--- src/rtl/sys_defs_pkg.sv ---
// Shared bus encodings, tag sizing and requester identifiers for the memory-bus slice.
package sys_defs;

    localparam int unsigned CMD_W    = 2;
    localparam int unsigned ADDR_W   = 32;
    localparam int unsigned DATA_W   = 64;
    localparam int unsigned TAG_W    = 4;
    localparam int unsigned NUM_TAGS = 15;

    localparam int unsigned IC_MAX_OUTST_DEF = 8;
    localparam int unsigned DC_MAX_OUTST_DEF = 8;

    localparam logic [CMD_W-1:0] BUS_NONE  = 2'd0;
    localparam logic [CMD_W-1:0] BUS_LOAD  = 2'd1;
    localparam logic [CMD_W-1:0] BUS_STORE = 2'd2;

    typedef enum logic {
        REQ_IC = 1'b0,
        REQ_DC = 1'b1
    } req_id_e;

    // One bus command as presented to memory.
    typedef struct packed {
        logic [CMD_W-1:0]  command;
        logic [ADDR_W-1:0] addr;
        logic [DATA_W-1:0] data;
    } bus_req_t;

    // Bits needed for an outstanding counter that must hold 0..max_outst.
    function automatic int unsigned cnt_width(input int unsigned max_outst);
        return $clog2(max_outst + 1);
    endfunction

endpackage

--- src/rtl/mem_bus_arbiter_tag_table.sv ---
// Per-tag ownership table: allocate on accept, look up and free on return; a same-cycle set wins.
module mem_tag_owner_table
    import sys_defs::*;
#(
    parameter int unsigned N_TAGS = NUM_TAGS
) (
    input  logic             clock,
    input  logic             reset,
    input  logic             alloc_en,
    input  logic [TAG_W-1:0] alloc_tag,
    input  req_id_e          alloc_owner,
    input  logic             free_en,
    input  logic [TAG_W-1:0] lookup_tag,
    output logic             lookup_hit_c,
    output req_id_e          lookup_owner_c
);

    logic [N_TAGS:1] hit_vec;
    logic [N_TAGS:1] dc_hit_vec;
    logic [N_TAGS:1] clash_vec;

    for (genvar g = 1; g <= N_TAGS; g++) begin : g_entry
        logic valid_q, valid_d;
        logic is_dc_q, is_dc_d;
        logic lookup_sel;
        logic alloc_sel;

        assign lookup_sel = (lookup_tag == TAG_W'(g));
        assign alloc_sel  = alloc_en && (alloc_tag == TAG_W'(g));

        // Free on return first, then let an allocation to the same tag override it.
        always_comb begin
            valid_d = valid_q;
            is_dc_d = is_dc_q;
            if (free_en && lookup_sel) begin
                valid_d = 1'b0;
            end
            if (alloc_sel) begin
                valid_d = 1'b1;
                is_dc_d = (alloc_owner == REQ_DC);
            end
        end

        // Entry state register.
        always_ff @(posedge clock) begin
            if (reset) begin
                valid_q <= 1'b0;
                is_dc_q <= 1'b0;
            end else begin
                valid_q <= valid_d;
                is_dc_q <= is_dc_d;
            end
        end

        assign hit_vec[g]    = valid_q && lookup_sel;
        assign dc_hit_vec[g] = valid_q && lookup_sel && is_dc_q;
        assign clash_vec[g]  = valid_q && alloc_sel && !(free_en && lookup_sel);
    end

    assign lookup_hit_c   = |hit_vec;
    assign lookup_owner_c = (|dc_hit_vec) ? REQ_DC : REQ_IC;

    // A tag must not be handed out again while still owned (unless freed this cycle).
    a_no_realloc: assert property (@(posedge clock) disable iff (reset) !(|clash_vec));

endmodule

--- src/rtl/mem_bus_arbiter.sv ---
// Shares the memory bus between icache fetch misses and the dcache MSHR, and routes returns to their owner.
module mem_bus_arbiter
    import sys_defs::*;
#(
    parameter int unsigned IC_MAX_OUTST = IC_MAX_OUTST_DEF,
    parameter int unsigned DC_MAX_OUTST = DC_MAX_OUTST_DEF
) (
    input  logic              clock,
    input  logic              reset,
    input  logic [CMD_W-1:0]  ic_command,
    input  logic [ADDR_W-1:0] ic_addr,
    input  logic [CMD_W-1:0]  dc_command,
    input  logic [ADDR_W-1:0] dc_addr,
    input  logic [DATA_W-1:0] dc_data,
    input  logic [TAG_W-1:0]  mem2proc_response,
    input  logic [DATA_W-1:0] mem2proc_data,
    input  logic [TAG_W-1:0]  mem2proc_tag,
    output logic [CMD_W-1:0]  proc2mem_command,
    output logic [ADDR_W-1:0] proc2mem_addr,
    output logic [DATA_W-1:0] proc2mem_data,
    output logic [TAG_W-1:0]  ic_response,
    output logic [TAG_W-1:0]  dc_response,
    output logic [TAG_W-1:0]  ic_tag,
    output logic [TAG_W-1:0]  dc_tag,
    output logic [DATA_W-1:0] ret_data,
    output logic              stray_tag
);

    localparam int unsigned IC_CNT_W = cnt_width(IC_MAX_OUTST);
    localparam int unsigned DC_CNT_W = cnt_width(DC_MAX_OUTST);

    logic [IC_CNT_W-1:0] ic_outst_q, ic_outst_d;
    logic [DC_CNT_W-1:0] dc_outst_q, dc_outst_d;
    req_id_e             last_acc_q, last_acc_d;

    logic     ic_elig, dc_elig, dc_store;
    logic     gnt_ic, gnt_dc;
    logic     accept, alloc;
    logic     ret_valid;
    logic     hit;
    req_id_e  hit_owner;
    bus_req_t bus;
    logic     ic_inc, ic_dec, dc_inc, dc_dec;

    // Eligibility and grant; stores bypass both throttling and round-robin.
    always_comb begin
        ic_elig  = (ic_command == BUS_LOAD) && (ic_outst_q < IC_CNT_W'(IC_MAX_OUTST));
        dc_store = (dc_command == BUS_STORE);
        dc_elig  = dc_store ||
                   ((dc_command != BUS_NONE) && (dc_outst_q < DC_CNT_W'(DC_MAX_OUTST)));
        gnt_ic   = 1'b0;
        gnt_dc   = 1'b0;
        if (!reset) begin
            if (dc_store) begin
                gnt_dc = 1'b1;
            end else if (ic_elig && dc_elig) begin
                gnt_ic = (last_acc_q == REQ_DC);
                gnt_dc = (last_acc_q == REQ_IC);
            end else begin
                gnt_ic = ic_elig;
                gnt_dc = dc_elig;
            end
        end
    end

    // Bus command mux.
    always_comb begin
        bus = '0;
        if (gnt_ic) begin
            bus.command = ic_command;
            bus.addr    = ic_addr;
        end else if (gnt_dc) begin
            bus.command = dc_command;
            bus.addr    = dc_addr;
            bus.data    = dc_data;
        end
    end

    assign accept    = (gnt_ic || gnt_dc) && (mem2proc_response != '0);
    assign alloc     = accept && (bus.command == BUS_LOAD);
    assign ret_valid = !reset && (mem2proc_tag != '0);

    mem_tag_owner_table #(
        .N_TAGS (NUM_TAGS)
    ) u_owner_table (
        .clock          (clock),
        .reset          (reset),
        .alloc_en       (alloc),
        .alloc_tag      (mem2proc_response),
        .alloc_owner    (gnt_dc ? REQ_DC : REQ_IC),
        .free_en        (ret_valid),
        .lookup_tag     (mem2proc_tag),
        .lookup_hit_c   (hit),
        .lookup_owner_c (hit_owner)
    );

    // Outputs to memory and both requesters; everything idles while reset is held.
    always_comb begin
        proc2mem_command = bus.command;
        proc2mem_addr    = bus.addr;
        proc2mem_data    = bus.data;
        ic_response      = gnt_ic ? mem2proc_response : '0;
        dc_response      = gnt_dc ? mem2proc_response : '0;
        ic_tag           = (ret_valid && hit && (hit_owner == REQ_IC)) ? mem2proc_tag : '0;
        dc_tag           = (ret_valid && hit && (hit_owner == REQ_DC)) ? mem2proc_tag : '0;
        ret_data         = reset ? '0 : mem2proc_data;
        stray_tag        = ret_valid && !hit;
    end

    // Outstanding counters and round-robin history; simultaneous inc/dec cancel.
    always_comb begin
        ic_inc     = alloc && gnt_ic;
        dc_inc     = alloc && gnt_dc;
        ic_dec     = ret_valid && hit && (hit_owner == REQ_IC);
        dc_dec     = ret_valid && hit && (hit_owner == REQ_DC);
        ic_outst_d = ic_outst_q;
        dc_outst_d = dc_outst_q;
        last_acc_d = last_acc_q;
        if (ic_inc && !ic_dec) ic_outst_d = ic_outst_q + IC_CNT_W'(1);
        if (!ic_inc && ic_dec) ic_outst_d = ic_outst_q - IC_CNT_W'(1);
        if (dc_inc && !dc_dec) dc_outst_d = dc_outst_q + DC_CNT_W'(1);
        if (!dc_inc && dc_dec) dc_outst_d = dc_outst_q - DC_CNT_W'(1);
        if (accept) last_acc_d = gnt_dc ? REQ_DC : REQ_IC;
    end

    // Arbiter state register; last_acc resets to dc so ic wins the first tie.
    always_ff @(posedge clock) begin
        if (reset) begin
            ic_outst_q <= '0;
            dc_outst_q <= '0;
            last_acc_q <= REQ_DC;
        end else begin
            ic_outst_q <= ic_outst_d;
            dc_outst_q <= dc_outst_d;
            last_acc_q <= last_acc_d;
        end
    end

endmodule

--- config.mk ---
export PLATFORM = sky130hd
export DESIGN_NAME = mem_bus_arbiter
export DESIGN_NICKNAME = d
export VERILOG_FILES = /design/src/rtl/sys_defs_pkg.sv /design/src/rtl/mem_bus_arbiter_tag_table.sv /design/src/rtl/mem_bus_arbiter.sv
export SDC_FILE = /design/constraint.sdc
export NUM_CORES = 1
export LEC_CHECK = 0
export CAP_MARGIN = 25
export CORE_AREA = 2 2 148 150
export DETAILED_ROUTE_END_ITERATION = 8
export DIE_AREA = 0 0 150 152
export PLACE_DENSITY = 0.63
export SLEW_MARGIN = 10
export SYNTH_ARGS = -nofsm -noshare
export SYNTH_HDL_FRONTEND = slang
export SYNTH_HIERARCHICAL = 1
export SYNTH_SLANG_ARGS = --single-unit
--- constraint.sdc ---
create_clock -name clock -period 9.6 [get_ports clock]
set_input_delay 2.4 -clock clock [delete_from_list [all_inputs] [get_ports clock]]
set_output_delay 2.4 -clock clock [all_outputs]
set_load 0.01 [all_outputs]
==> run metrics <==
Die H=152 microns; PwrDens=between 80 and 90 nW/um^2; Layout area overhead=116%; initial core utilization=about 17%; crit path max-delay cell type=clkdlybuf4s50_1; Final min period=~8000 ps; Seq pwr share=about a quarter; Hold Path Class=reg -> reg; critical-path cell list=clkdlybuf4s50_1 -> mux2_4 -> a221o_1 -> a31oi_1 -> nand3_1 -> nand2b_1 -> nor2_1 -> and2_1 -> clkdlybuf4s50_1; 1st-iter DRT viols=~290; maxcap violations=0; hold depth=2; worst hold path endpoint=u_owner_table/g_entry[12].is_dc_q$_SDFFE_PP0P_; Worst Tran Pin Value=~840 ps; Total GRT Usage=roughly 20%; Worst Clk Skew=~4.7 ps; uppermost routed layer=met5; endpoints failing setup=0; nets=about 1100; Reg2Reg Depth=12; htree depth=2; Setup TNS=0 ps; worst flop-to-flop path endpoint=ic_outst_q[3]$_SDFFE_PP0P_; combinational share of power=44.1%; min-delay src=u_owner_table/g_entry[12].is_dc_q$_SDFFE_PP0P_; crit path launch type=input pin; gpl congestion=~0.90; Switch Pwr=between 0.00015 and 0.0002 W; top cell type's share of synthesized area=a little over a fifth; CTS root buf=clkbuf_16; Routed Antenna Nets=0; Async S/R FF share, synth=0%; Sw Ratio=between 20% and 30%; Synth Instances=between 400 and 500; Final Max Tran Viols=0; leakage=~2.8 nW; Levels on crit path=9; met2 WL=10900 microns; CTS Hold Bufs=0; Fmax=128 MHz; met3 routed WL=roughly 2800 microns; vias per inst=about 4.4; post-synth top area cell=dfxtp_1; synth unique cells=49; Worst R2R Start=u_owner_table/g_entry[11].valid_q$_SDFFE_PP0P_; worst ir drop on vdd=~0.063 mV; number of buffers created by CTS=5; antenna violations before repair=2; via count=4957; most area-consuming cells after synthesis=dfxtp_1 22%, and2_1 14%, nor2b_1 12%; Worst path most repeated cell=clkdlybuf4s50_1; post-detailed-routing wire length=24200 microns; clock sink total=39; pre-CTS WS=between 1500 and 2000 ps; Reg clk slew, reported paths=roughly 70 ps; die footprint=between 20000 and 25000 sq um; Post-synth EDFFs=0; CTS tree=built; fin crit share=a little over 80%; Top delay family on crit path=buffers and inverters; Clk pwr share=between 30% and 40%; yosys warns=6; Pint=0.000456 W; met1 wire length=10300 microns; Main synth FF type=dfxtp_1; Seq/Total Area, Yosys=a little over a fifth; setup ws final=approximately 1800 ps; row cnt=54; DR WL/cell=around 22 microns; Top Ports=just under 400; total power=around 0.00065 W; slowest stage delay, CP=around 980 ps; # diodes=0; RSZ-0062 raised after global routing=false; first drt pass iteration count=4; Post-Layout Cell Count=about 1100; first-pass GRT wire length=33800 microns; hold_ws=470 ps; core area=roughly 21000 sq um; total global routing overflow=0; Worst EP required=just over 7000 ps; post-synthesis cell area=about 3600 sq um; DIE WIDTH=around 150 microns; share of layout cells above drive strength 1=just over 3%; Crit Path Class=in -> out; largest net degree at the start of global routing=between 60 and 70; FF-to-FF setup slack=~6400 ps; crit-path max FO=23; PortBufs=between 300 and 400; Skew-Pair Late Insertion Delay=290 ps; Yosys reg bits=39; vias in the first global route=~4900; CP Data Arrival Time=~5400 ps; worst path bufs/invs=2; DP HPWL=between 15000 and 20000 microns; Post-Place Cells=about 1100; DRC viols=0; syn_area_per_cell=between 7 and 8 sq um; Slew HR=43.5%; post-CTS setup buffer count=0; clk buf depth=2; status=completed; PostCTS Resize Cnt=0; Final Hold Viols=0; critical path capture point type=output pin; syn nets=slightly below 700
[power groups by stage]
stage          Clock [W]  Combinational, W  Sequential (W)
6_report        0.000194          0.000285        0.000167
5_1_grt         0.000207          0.000304        0.000167
4_1_cts         0.000198          0.000288        0.000167
3_5_place_dp           0          0.000284        0.000170
3_3_place_gp           0          0.000285        0.000170
2_1_floorplan          0         0.0000968        0.000170
[area by class of cell]
type | count | area (sq um)
Tap cell | 280 | 350
Clock buffer | 5 | 125
Inverter | 10 | 37.5
Multi-Input combinational cell | 395 | 2510
Fill cell | 2239 | 13600
Timing Repair Buffer | 390 | 3890
Sequential cell | 39 | 781
Clock inverter | 3 | 43.8
[flip-flops by register name, indices dropped and copies added (netlist names)]
name / count
ic_outst_q: 4
last_acc_q: 1
dc_outst_q: 4
u_owner_table/g_entry.is_dc_q: 15
u_owner_table/g_entry.valid_q: 15
[per-stage QoR]
stage	area [sq um]	util, %
finish	7740	36.2
global route	7740	36.2
CTS	7740	36.2
detailed placement	7570	35.5
global placement	7550	35.4
floorplan	3590	-
[worst max-delay path by stage]
stage                     from        end  slack [ps]
6_report       mem2proc_tag[2]  ic_tag[2]        1780
5_1_grt        mem2proc_tag[2]  ic_tag[1]        1580
4_1_cts        mem2proc_tag[2]  ic_tag[2]        1840
3_5_place_dp   mem2proc_tag[2]  ic_tag[2]        1850
3_3_place_gp   mem2proc_tag[2]  ic_tag[2]        1850
2_1_floorplan  mem2proc_tag[2]  ic_tag[0]        3550
[tightest hold or removal path, stage by stage (launching register included)]
cell and delay, ps:
dfxtp_1 320, nand2_1 50, a21oi_1 50
[kinds of logic after synthesis]
group,after synthesis,share of synthesized area (%)
flip-flops,39,21.7
AO/OA/AOI/OAI,107,19.7
adder cells (fa/ha/maj),8,3.21
buffers and inverters,48,8.50
XOR/XNOR,4,0.976
AND/OR/NAND/NOR,267,43.2
multiplexers,9,2.68
[synth_stat cells, types with 5 or more instances]
cell type and count:
a21oi_1 41, a22o_1 33, and2_1 81, buf_2 7, buf_6 11, clkbuf_1 15, dfxtp_1 39, ha_1 6
inv_1 10, mux2i_1 7, nand2_1 34, nand2b_1 5, nand3_1 21, nor2_1 27, nor2b_1 66, o21ai_0 20
[routing by layer]
| metal | track usage, % | vias up |
|---|---|---|
| met3 | 8.11 | 13 |
| met5 | 0 | - |
| li1 | - | 2366 |
| met2 | 32.3 | 232 |
| met4 | 2.65 | 2 |
| met1 | 25.7 | 2344 |
[cell usage in the layout, fill, tap and decap left out, types with 6 or more instances in the layout]
cell             netlist  layout
a21oi_1               41      41
a22o_1                33      33
and2_1                81      81
buf_4                  1       6
clkdlybuf4s50_1        0     383
dfxtp_1               39      39
ha_1                   6       6
inv_1                 10      10
mux2i_1                7       7
nand2_1               34      34
nand3_1               21      21
nor2_1                27      27
nor2b_1               66      66
o21ai_0               20      20
Note: power is estimated with default switching activity, not from simulation.
